--- src/rtl/decoder_pkg.sv ---
// Shared decoder definitions: opcode constants, FSM states and decode helpers.
package decoder_pkg;

  localparam int unsigned FW = 32;

  localparam logic [4:0] OP_NOP    = 5'b00000;
  localparam logic [4:0] OP_LI     = 5'b00001;
  localparam logic [4:0] OP_LD     = 5'b00010;
  localparam logic [4:0] OP_ST     = 5'b00011;
  localparam logic [4:0] OP_SETACC = 5'b01010;
  localparam logic [4:0] OP_INC    = 5'b10001;

  typedef enum logic [1:0] {
    IDLE   = 2'd0,
    DECODE = 2'd1,
    MEM    = 2'd2
  } state_t;

  // Opcodes arrive zero-extended to FW; opc_w selects the class MSB.
  function automatic logic is_legal(input logic [FW-1:0] op, input int unsigned opc_w);
    logic msb;
    msb = op[5'(opc_w - 1)];
    return msb || (op == FW'(OP_NOP)) || (op == FW'(OP_LI)) || (op == FW'(OP_LD)) ||
           (op == FW'(OP_ST)) || (op == FW'(OP_SETACC));
  endfunction

  function automatic logic is_mem(input logic [FW-1:0] op);
    return (op == FW'(OP_LD)) || (op == FW'(OP_ST));
  endfunction

  function automatic logic has_imm(input logic [FW-1:0] op);
    return (op == FW'(OP_LI)) || (op == FW'(OP_INC));
  endfunction

  // Zero- or sign-extend the low reg_w bits of field to FW bits.
  function automatic logic [FW-1:0] extend(input logic [FW-1:0] field, input int unsigned reg_w,
                                           input logic sgn);
    logic [FW-1:0] hi;
    logic [FW-1:0] res;
    hi  = {FW{1'b1}} << reg_w;
    res = field & ~hi;
    if (sgn && field[5'(reg_w - 1)]) res = res | hi;
    return res;
  endfunction

endpackage

--- src/rtl/decoder_seq.sv ---
// Sequential instruction decoder: valid/ready accept, registered decode,
// LD/ST memory handshake with timeout, and PC-advance generation.
module decoder_seq
  import decoder_pkg::*;
#(
  parameter  int unsigned OPC_W       = 5,
  parameter  int unsigned REG_W       = 3,
  parameter  int unsigned DATA_W      = 8,
  parameter  int unsigned IMM_SIGNED  = 0,
  parameter  int unsigned MEM_TIMEOUT = 15,
  localparam int unsigned INSTR_W     = OPC_W + REG_W
) (
  input  logic               clk,
  input  logic               reset,
  input  logic               instr_valid,
  output logic               instr_ready,
  input  logic [INSTR_W-1:0] instr,
  output logic [OPC_W-1:0]   opcode,
  output logic [REG_W-1:0]   register,
  output logic [DATA_W-1:0]  imm,
  output logic               is_alu_op,
  output logic               is_mem_op,
  output logic               mem_rw,
  output logic               dec_valid,
  output logic               illegal,
  output logic               mem_req,
  input  logic               mem_ack,
  output logic               increment_pc,
  output logic               timeout_err,
  output logic               busy
);

  localparam int unsigned CNT_W = (MEM_TIMEOUT < 2) ? 1 : $clog2(MEM_TIMEOUT + 1);

  state_t             state, state_nxt;
  logic [INSTR_W-1:0] ir, ir_nxt;
  logic [CNT_W-1:0]   cnt, cnt_nxt;
  logic [OPC_W-1:0]   op_in, op_nxt;
  logic               dec_valid_nxt, illegal_nxt, pc_nxt, timeout_nxt;
  logic               pc_q, ack_pc_c;

  assign op_in  = instr[INSTR_W-1:REG_W];
  assign op_nxt = ir_nxt[INSTR_W-1:REG_W];

  // Next-state and next-pulse logic.
  always_comb begin
    state_nxt     = state;
    ir_nxt        = ir;
    cnt_nxt       = '0;
    dec_valid_nxt = 1'b0;
    illegal_nxt   = 1'b0;
    pc_nxt        = 1'b0;
    timeout_nxt   = 1'b0;
    ack_pc_c      = 1'b0;
    unique case (state)
      IDLE: begin
        if (instr_valid && instr_ready) begin
          ir_nxt        = instr;
          state_nxt     = DECODE;
          dec_valid_nxt = 1'b1;
          illegal_nxt   = !is_legal(FW'(op_in), OPC_W);
          pc_nxt        = !is_mem(FW'(op_in));
        end
      end
      DECODE: state_nxt = is_mem_op ? MEM : IDLE;
      MEM: begin
        if (mem_ack) begin
          ack_pc_c  = reset;
          state_nxt = IDLE;
        end else if (cnt == CNT_W'(MEM_TIMEOUT - 1)) begin
          timeout_nxt = 1'b1;
          state_nxt   = IDLE;
        end else begin
          cnt_nxt = cnt + CNT_W'(1);
        end
      end
      default: state_nxt = IDLE;
    endcase
  end

  // The ack-cycle PC advance must land in the same cycle as mem_ack.
  assign increment_pc = pc_q | ack_pc_c;

  always_ff @(posedge clk) begin
    if (!reset) begin
      state       <= IDLE;
      ir          <= '0;
      cnt         <= '0;
      instr_ready <= 1'b0;
      busy        <= 1'b0;
      mem_req     <= 1'b0;
      dec_valid   <= 1'b0;
      illegal     <= 1'b0;
      pc_q        <= 1'b0;
      timeout_err <= 1'b0;
      opcode      <= '0;
      register    <= '0;
      imm         <= '0;
      is_alu_op   <= 1'b0;
      is_mem_op   <= 1'b0;
      mem_rw      <= 1'b0;
    end else begin
      state       <= state_nxt;
      ir          <= ir_nxt;
      cnt         <= cnt_nxt;
      instr_ready <= (state_nxt == IDLE);
      busy        <= (state_nxt != IDLE);
      mem_req     <= (state_nxt == MEM);
      dec_valid   <= dec_valid_nxt;
      illegal     <= illegal_nxt;
      pc_q        <= pc_nxt;
      timeout_err <= timeout_nxt;
      opcode      <= op_nxt;
      register    <= ir_nxt[REG_W-1:0];
      imm         <= has_imm(FW'(op_nxt))
                     ? DATA_W'(extend(FW'(ir_nxt[REG_W-1:0]), REG_W, IMM_SIGNED != 0))
                     : '0;
      is_alu_op   <= op_nxt[OPC_W-1];
      is_mem_op   <= is_mem(FW'(op_nxt));
      mem_rw      <= op_nxt[0];
    end
  end

endmodule

--- config.mk ---
export PLATFORM = sky130hd
export DESIGN_NAME = decoder_seq
export DESIGN_NICKNAME = d
export VERILOG_FILES = /design/src/rtl/decoder_pkg.sv /design/src/rtl/decoder_seq.sv
export SDC_FILE = /design/constraint.sdc
export NUM_CORES = 1
export LEC_CHECK = 0
export ABC_AREA = 1
export ABC_CLOCK_PERIOD_IN_PS = 1960
export BUFFER_PORTS_ARGS = -buffer_cell sky130_fd_sc_hd__buf_4
export CORE_UTILIZATION = 35
export DETAILED_ROUTE_END_ITERATION = 10
export GPL_TIMING_DRIVEN = 0
export MAX_ROUTING_LAYER = met4
export PLACE_DENSITY_LB_ADDON = 0.05
export SYNTH_ARGS = -nofsm -noshare
export SYNTH_HDL_FRONTEND = slang
export SYNTH_SLANG_ARGS = --single-unit
--- constraint.sdc ---
create_clock -name clk -period 1.96 [get_ports clk]
set_input_delay 0.294 -clock clk [delete_from_list [all_inputs] [get_ports clk]]
set_output_delay 0.294 -clock clk [all_outputs]
set_load 0.02 [all_outputs]
== After elaboration in Yosys (flattened, before gate mapping) ==
Index checks and enable logic that the tools add are counted.

* Register bits: 40
* Bits in latches: 0
* Memory bits (writable): 0
* ROM bits: 0
* Input bits: 12
* Output and inout port bits: 26
* Logic and storage cells: 64
* Memories kept: 0

* $add $sub $neg: 1
* Multiply operators: 0
* Div/mod/pow operators: 0
* Order comparisons: 0
* Equal/unequal tests: 12
* Shift-type cells: 0
* Mux-type cells: 11
* Bitwise logic cells: 3
* Reduce and logical (&&, ||, !) cells: 20

{| class="wikitable"
|+ Operator list
! cell !! number
|-
| $eq A5 B2 Y1 const B || 4
|-
| $mux W8 || 2
|-
| $eq A5 B1 Y1 const B || 2
|-
| $logic_or A1 B1 Y1 || 8
|-
| $mux W2 || 4
|-
| $pmux W2 S3 || 1
|-
| $eq A5 B4 Y1 const B || 1
|-
| $eq A5 B5 Y1 const B || 1
|-
| $logic_not A5 Y1 || 1
|-
| $add A4 B1 Y4 const B || 1
|-
| $eq A2 B2 Y1 const B || 2
|-
| $eq A4 B4 Y1 const B || 1
|-
| $logic_not A2 Y1 || 2
|-
| $mux W1 || 4
|-
| $reduce_and A2 Y1 || 2
|-
| $reduce_or A4 Y1 || 1
|-
| $reduce_and A3 Y1 || 1
|-
| $reduce_or A3 Y1 || 1
|-
| $eq A2 B1 Y1 const B || 1
|-
| $logic_not A1 Y1 || 2
|-
| $not A1 Y1 || 2
|-
| $reduce_bool A2 Y1 || 1
|-
| $logic_and A1 B1 Y1 || 1
|-
| $or A1 B1 Y1 || 1
|}

== Logic depth before layout (Yosys ltp) ==
* Depth in word-level cells: 7
* Gate-level depth with buffers: 8
* Mapped depth without buffers: 7

== Worst setup path after synthesis ==
OpenSTA, ideal clock, no wires.

* Path type: register to register
* From: register instr_ready
* To: register imm[1]
* Arrival: 1.121 ns
* Data required time: 1.887 ns
* Setup slack: 0.766 ns
* Cell stages (with the launch flop): 8
* Path buffers: 1
* Period minus slack after synthesis: 1.194 ns
* Cell sequence: dfxtp_1 > nand2_1 > inv_1 > nand2_4 > buf_6 > nand2_1 > o21ai_2 > nor3_2

* Longest elaborated chain between the ends: 6
* Elaborated cells on any way between the ends: 7
* Those cells by class: eq/ne: 2; mux: 2; reduce/logical: 3

{| class="wikitable"
|+ Ends and longest elaborated chain
! item !! RTL line !! text
|-
| start, declared || decoder_seq.sv:16 || <nowiki>output logic instr_ready,</nowiki>
|-
| start signal, assigned || decoder_seq.sv:106 || <nowiki>instr_ready <= (state_nxt == IDLE);</nowiki>
|-
| $logic_and A1 B1 Y1 * || decoder_seq.sv:57 || <nowiki>if (instr_valid && instr_ready) begin</nowiki>
|-
| $mux W8 * || decoder_seq.sv:57 ||
|-
| $mux W8 * || decoder_seq.sv:55 || <nowiki>unique case (state)</nowiki>
|-
| $eq A5 B1 Y1 / $eq A5 B5 Y1 (equally long branches) || decoder_pkg.sv:32 || <nowiki>return (op == FW'(OP_LI)) || (op == FW'(OP_INC));</nowiki>
|-
| $logic_or A1 B1 Y1 || decoder_pkg.sv:32 ||
|-
| $reduce_and A2 Y1 (no line) || - ||
|-
| end signal, assigned || decoder_seq.sv:115 || <nowiki>imm <= has_imm(FW'(op_nxt))</nowiki>
|-
| end, declared || decoder_seq.sv:20 || <nowiki>output logic [DATA_W-1:0] imm,</nowiki>
|}

Every way passes the cells marked *; elsewhere a longest branch is shown, timed or not.
A chain may end at the register's enable or synchronous reset.

== Worst setup path in the final report ==
* From: register state[1]
* To: output increment_pc

* Longest elaborated chain between the ends: 3

{| class="wikitable"
|+ Ends and longest elaborated chain
! item !! RTL line !! text
|-
| start, declared || decoder_seq.sv:35 || <nowiki>state_t state, state_nxt;</nowiki>
|-
| start signal, assigned || decoder_seq.sv:103 || <nowiki>state <= state_nxt;</nowiki>
|-
| $eq A2 B2 Y1 || decoder_seq.sv:55 ||
|-
| $mux W1 || decoder_seq.sv:55 ||
|-
| $or A1 B1 Y1 || decoder_seq.sv:82 || <nowiki>assign increment_pc = pc_q | ack_pc_c;</nowiki>
|-
| end, declared || decoder_seq.sv:28 || <nowiki>output logic increment_pc,</nowiki>
|}

No other way between the ends.

==> flow_summary.yaml <==
floorplanning:
  io_pins: 38
  core_um2: 2730
  start_util_pct: 36.6
  dieHeight_um: 55.4
  fp-row-count: 19
  die_x_um: 55.4
  die_area_um2: 3070
setup_path:
  end_kind: "primary output"
  reg2reg_from: "instr_ready"
  crit_fanout: 3
  required_ns: 1.67
  reg2reg_slack_ns: 0.77
  critical_path.cell_chain: "nand2_1 > o21bai_1 > buf_4"
  start_kind: "flop"
  slowest_stage: "dfxtp_1"
  r2r_cells: 7
  timing.rr.end: "imm[2]"
  critPathMaxStageDelay_ns: 0.43
  cp.arrival_ns: 1.14
  critPathKind: "reg -> out"
layout:
  drive_gt1_share_pct: 33.1
  fin_area_um2: 1320
  diodes: 0
  areaGrowthSynthToFinish_pct: 32.2
  n_fill_cell: 282
  layout.nets: 175
placement:
  dp_hpwl_um: 1450
  placed_cell_area_um2: 1290
  port_buffers: 32
  place.gp.congestion: 0.740
cts:
  cts-root-buf: "clkbuf_4"
  clk_latency_ns: 0.31
  cts-resized-gates: 0
  numCtsBuffers: 3
  clk_pin_slew_ns: 0.13
  cts_setup_buffers: 0
  htree_levels: 1
  cts_tree: "yes"
  hold_buffers: 0
  clock_path_buffers: 2
  cts_sinks: 25
hold_path:
  timing.hold.worst_path_depth: 2
  hold_path_end: "timeout_err"
  worstHoldStart: "mem_ack"
  hold_class: "in -> reg"
run_status:
  outcome: "finished clean"
yosys:
  synth_seq_cells: 25
  avgSynthCellArea_um2: 8.33
  netlist_instances: 120
  syn_area_um2: 1000
  seq_area_frac_synth_pct: 50.1
  ys_types: 23
  yosys_warnings: 0
global_routing:
  grt_max_degree: 15
  overflow: 0
  track_usage_pct: 14.1
  grt_first_pass_wirelength_um: 3260
  antenna_found_initial: 0
  grt_pass1_vias: 761
routing:
  first_pass_iters: 4
  vias_per_cell: 4.23
  ant_nets: 0
  post-route-drc-count: 0
  drt_iter0_markers: 25
  routedWlPerCell_um: 9.52
  routed_wl_um: 1820
  vias: 807
power:
  p_sw_share_pct: 27.2
  internal_power_uw: 679
  power_density_nw_per_um2: 706
  p_clk_share_pct: 23.5
  seqPwrFrac_pct: 57.7
  cellLeakagePower_nw: 0.671
  pwr-share-comb_pct: 18.8
  p_total_uw: 933
  ir_drop_mv: 0.461
  p_sw_uw: 254
timing:
  layout_min_cycle_time_ns: 1.44
  clock_skew_ns: 0.00774
  rsz0062_at_grt: "no"
  setup_viol: 0
  fmax_mhz: 696
  period_share_pct: 73.3
  maxSlewViolCount: 0
  hold_viol_final: 0
  tns_ns: 0
flow_run:
  maxCapViolations: 0
==> final cells by class <==
class | instances | area (um2) | share of cell area (%)
clock buffer | 3 | 22.5 | 1.70
sequential | 25 | 500 | 37.9
buffer | 9 | 67.6 | 5.11
multi-input combinational | 73 | 383 | 29.0
timing repair buffer | 32 | 240 | 18.2
clock inverter | 1 | 5.00 | 0.379
tap | 31 | 38.8 | 2.94
inverter | 17 | 63.8 | 4.83
==> sequential cells by signal, summed over array words and instances (netlist names), 2 cells and up <==
signal    cells
state         2
register      2
opcode        5
imm           3
cnt           4
==> logic make-up after synthesis <==
family,synth area share [%]
XOR/XNOR,1.75
buffers and inverters,13.1
AND/OR/NAND/NOR,25.8
adder cells (fa/ha/maj),2.50
other,0.375
AO/OA/AOI/OAI,6.38
flip-flops,50.1
==> cells in the final DEF (no fill, tap or decap) <==
cell      count
o21ai_2       4
clkbuf_4      3
nand2_1      16
conb_1        5
a21oi_1       3
dfxtp_1      25
nand2_2       2
o21bai_1      1
nand2_4       1
nor2_1       17
xor2_1        1
clkinv_2      1
xnor2_1       1
buf_6         1
nand3_1      11
a31oi_1       1
clkbuf_1      1
nor3_1        4
nor4_1        1
inv_1        17
buf_4        39
ha_1          2
nand3b_1      1
nor3_2        1
nor2_4        1
==> how the worst max path moves through the flow <==
stage | start | end
after detailed placement | instr_valid | imm[2]
after global routing | state[0] | increment_pc
after floorplan | instr_ready | imm[1]
after global placement | instr_valid | is_mem_op
final | state[1] | increment_pc
after CTS | state[1] | increment_pc
==> critical path: cells and delay by family (launching register included) <==
kind,cells,cell delay [ns]
buffers and inverters,1,0.16
AND/OR/NAND/NOR,1,0.11
flip-flops,1,0.43
AO/OA/AOI/OAI,1,0.14
==> cell usage after synthesis (all sizes together) <==
master | n | area (um2)
a21oi | 3 | 15.0
a31oi | 1 | 6.26
buf | 8 | 63.8
clkbuf | 1 | 3.75
conb | 1 | 3.75
dfxtp | 25 | 500
ha | 2 | 25.0
inv | 17 | 63.8
nand2 | 19 | 83.8
nand3 | 11 | 55.1
nand3b | 1 | 7.51
nor2 | 18 | 75.1
nor3 | 5 | 30.0
nor4 | 1 | 6.26
o21ai | 4 | 35.0
o21bai | 1 | 7.51
xnor2 | 1 | 8.76
xor2 | 1 | 8.76
==> power by group through the flow <==
| stage | registers (mW) | logic, mW | clock network, mW |
|---|---|---|---|
| floorplan | 0.570 | 0.0893 | 0 |
| global placement | 0.549 | 0.176 | 0 |
| detailed placement | 0.549 | 0.177 | 0 |
| CTS | 0.538 | 0.177 | 0.233 |
| global route | 0.541 | 0.194 | 0.261 |
| finish | 0.538 | 0.176 | 0.219 |
==> layer usage <==
layer / global-route usage [%] / up-vias / routed length (um)
li1: - / 442 / -
met1: 19.1 / 341 / 909
met2: 18.8 / 22 / 788
met3: 3.98 / 2 / 99
met4: 7.50 / 0 / 20
met5: - / - / 0
==> stage by stage <==
stage               utilization, %  cells  setup WS (ns)  hold slack, ns
finish                        48.3    191          0.523           0.140
global placement              47.3    187          0.722           0.444
CTS                           48.3    191          0.498           0.126
floorplan                        -    124          0.766           0.373
global route                  48.3    191          0.411           0.119
detailed placement            47.3    187          0.718           0.455
(Power assumes the default switching activity.)
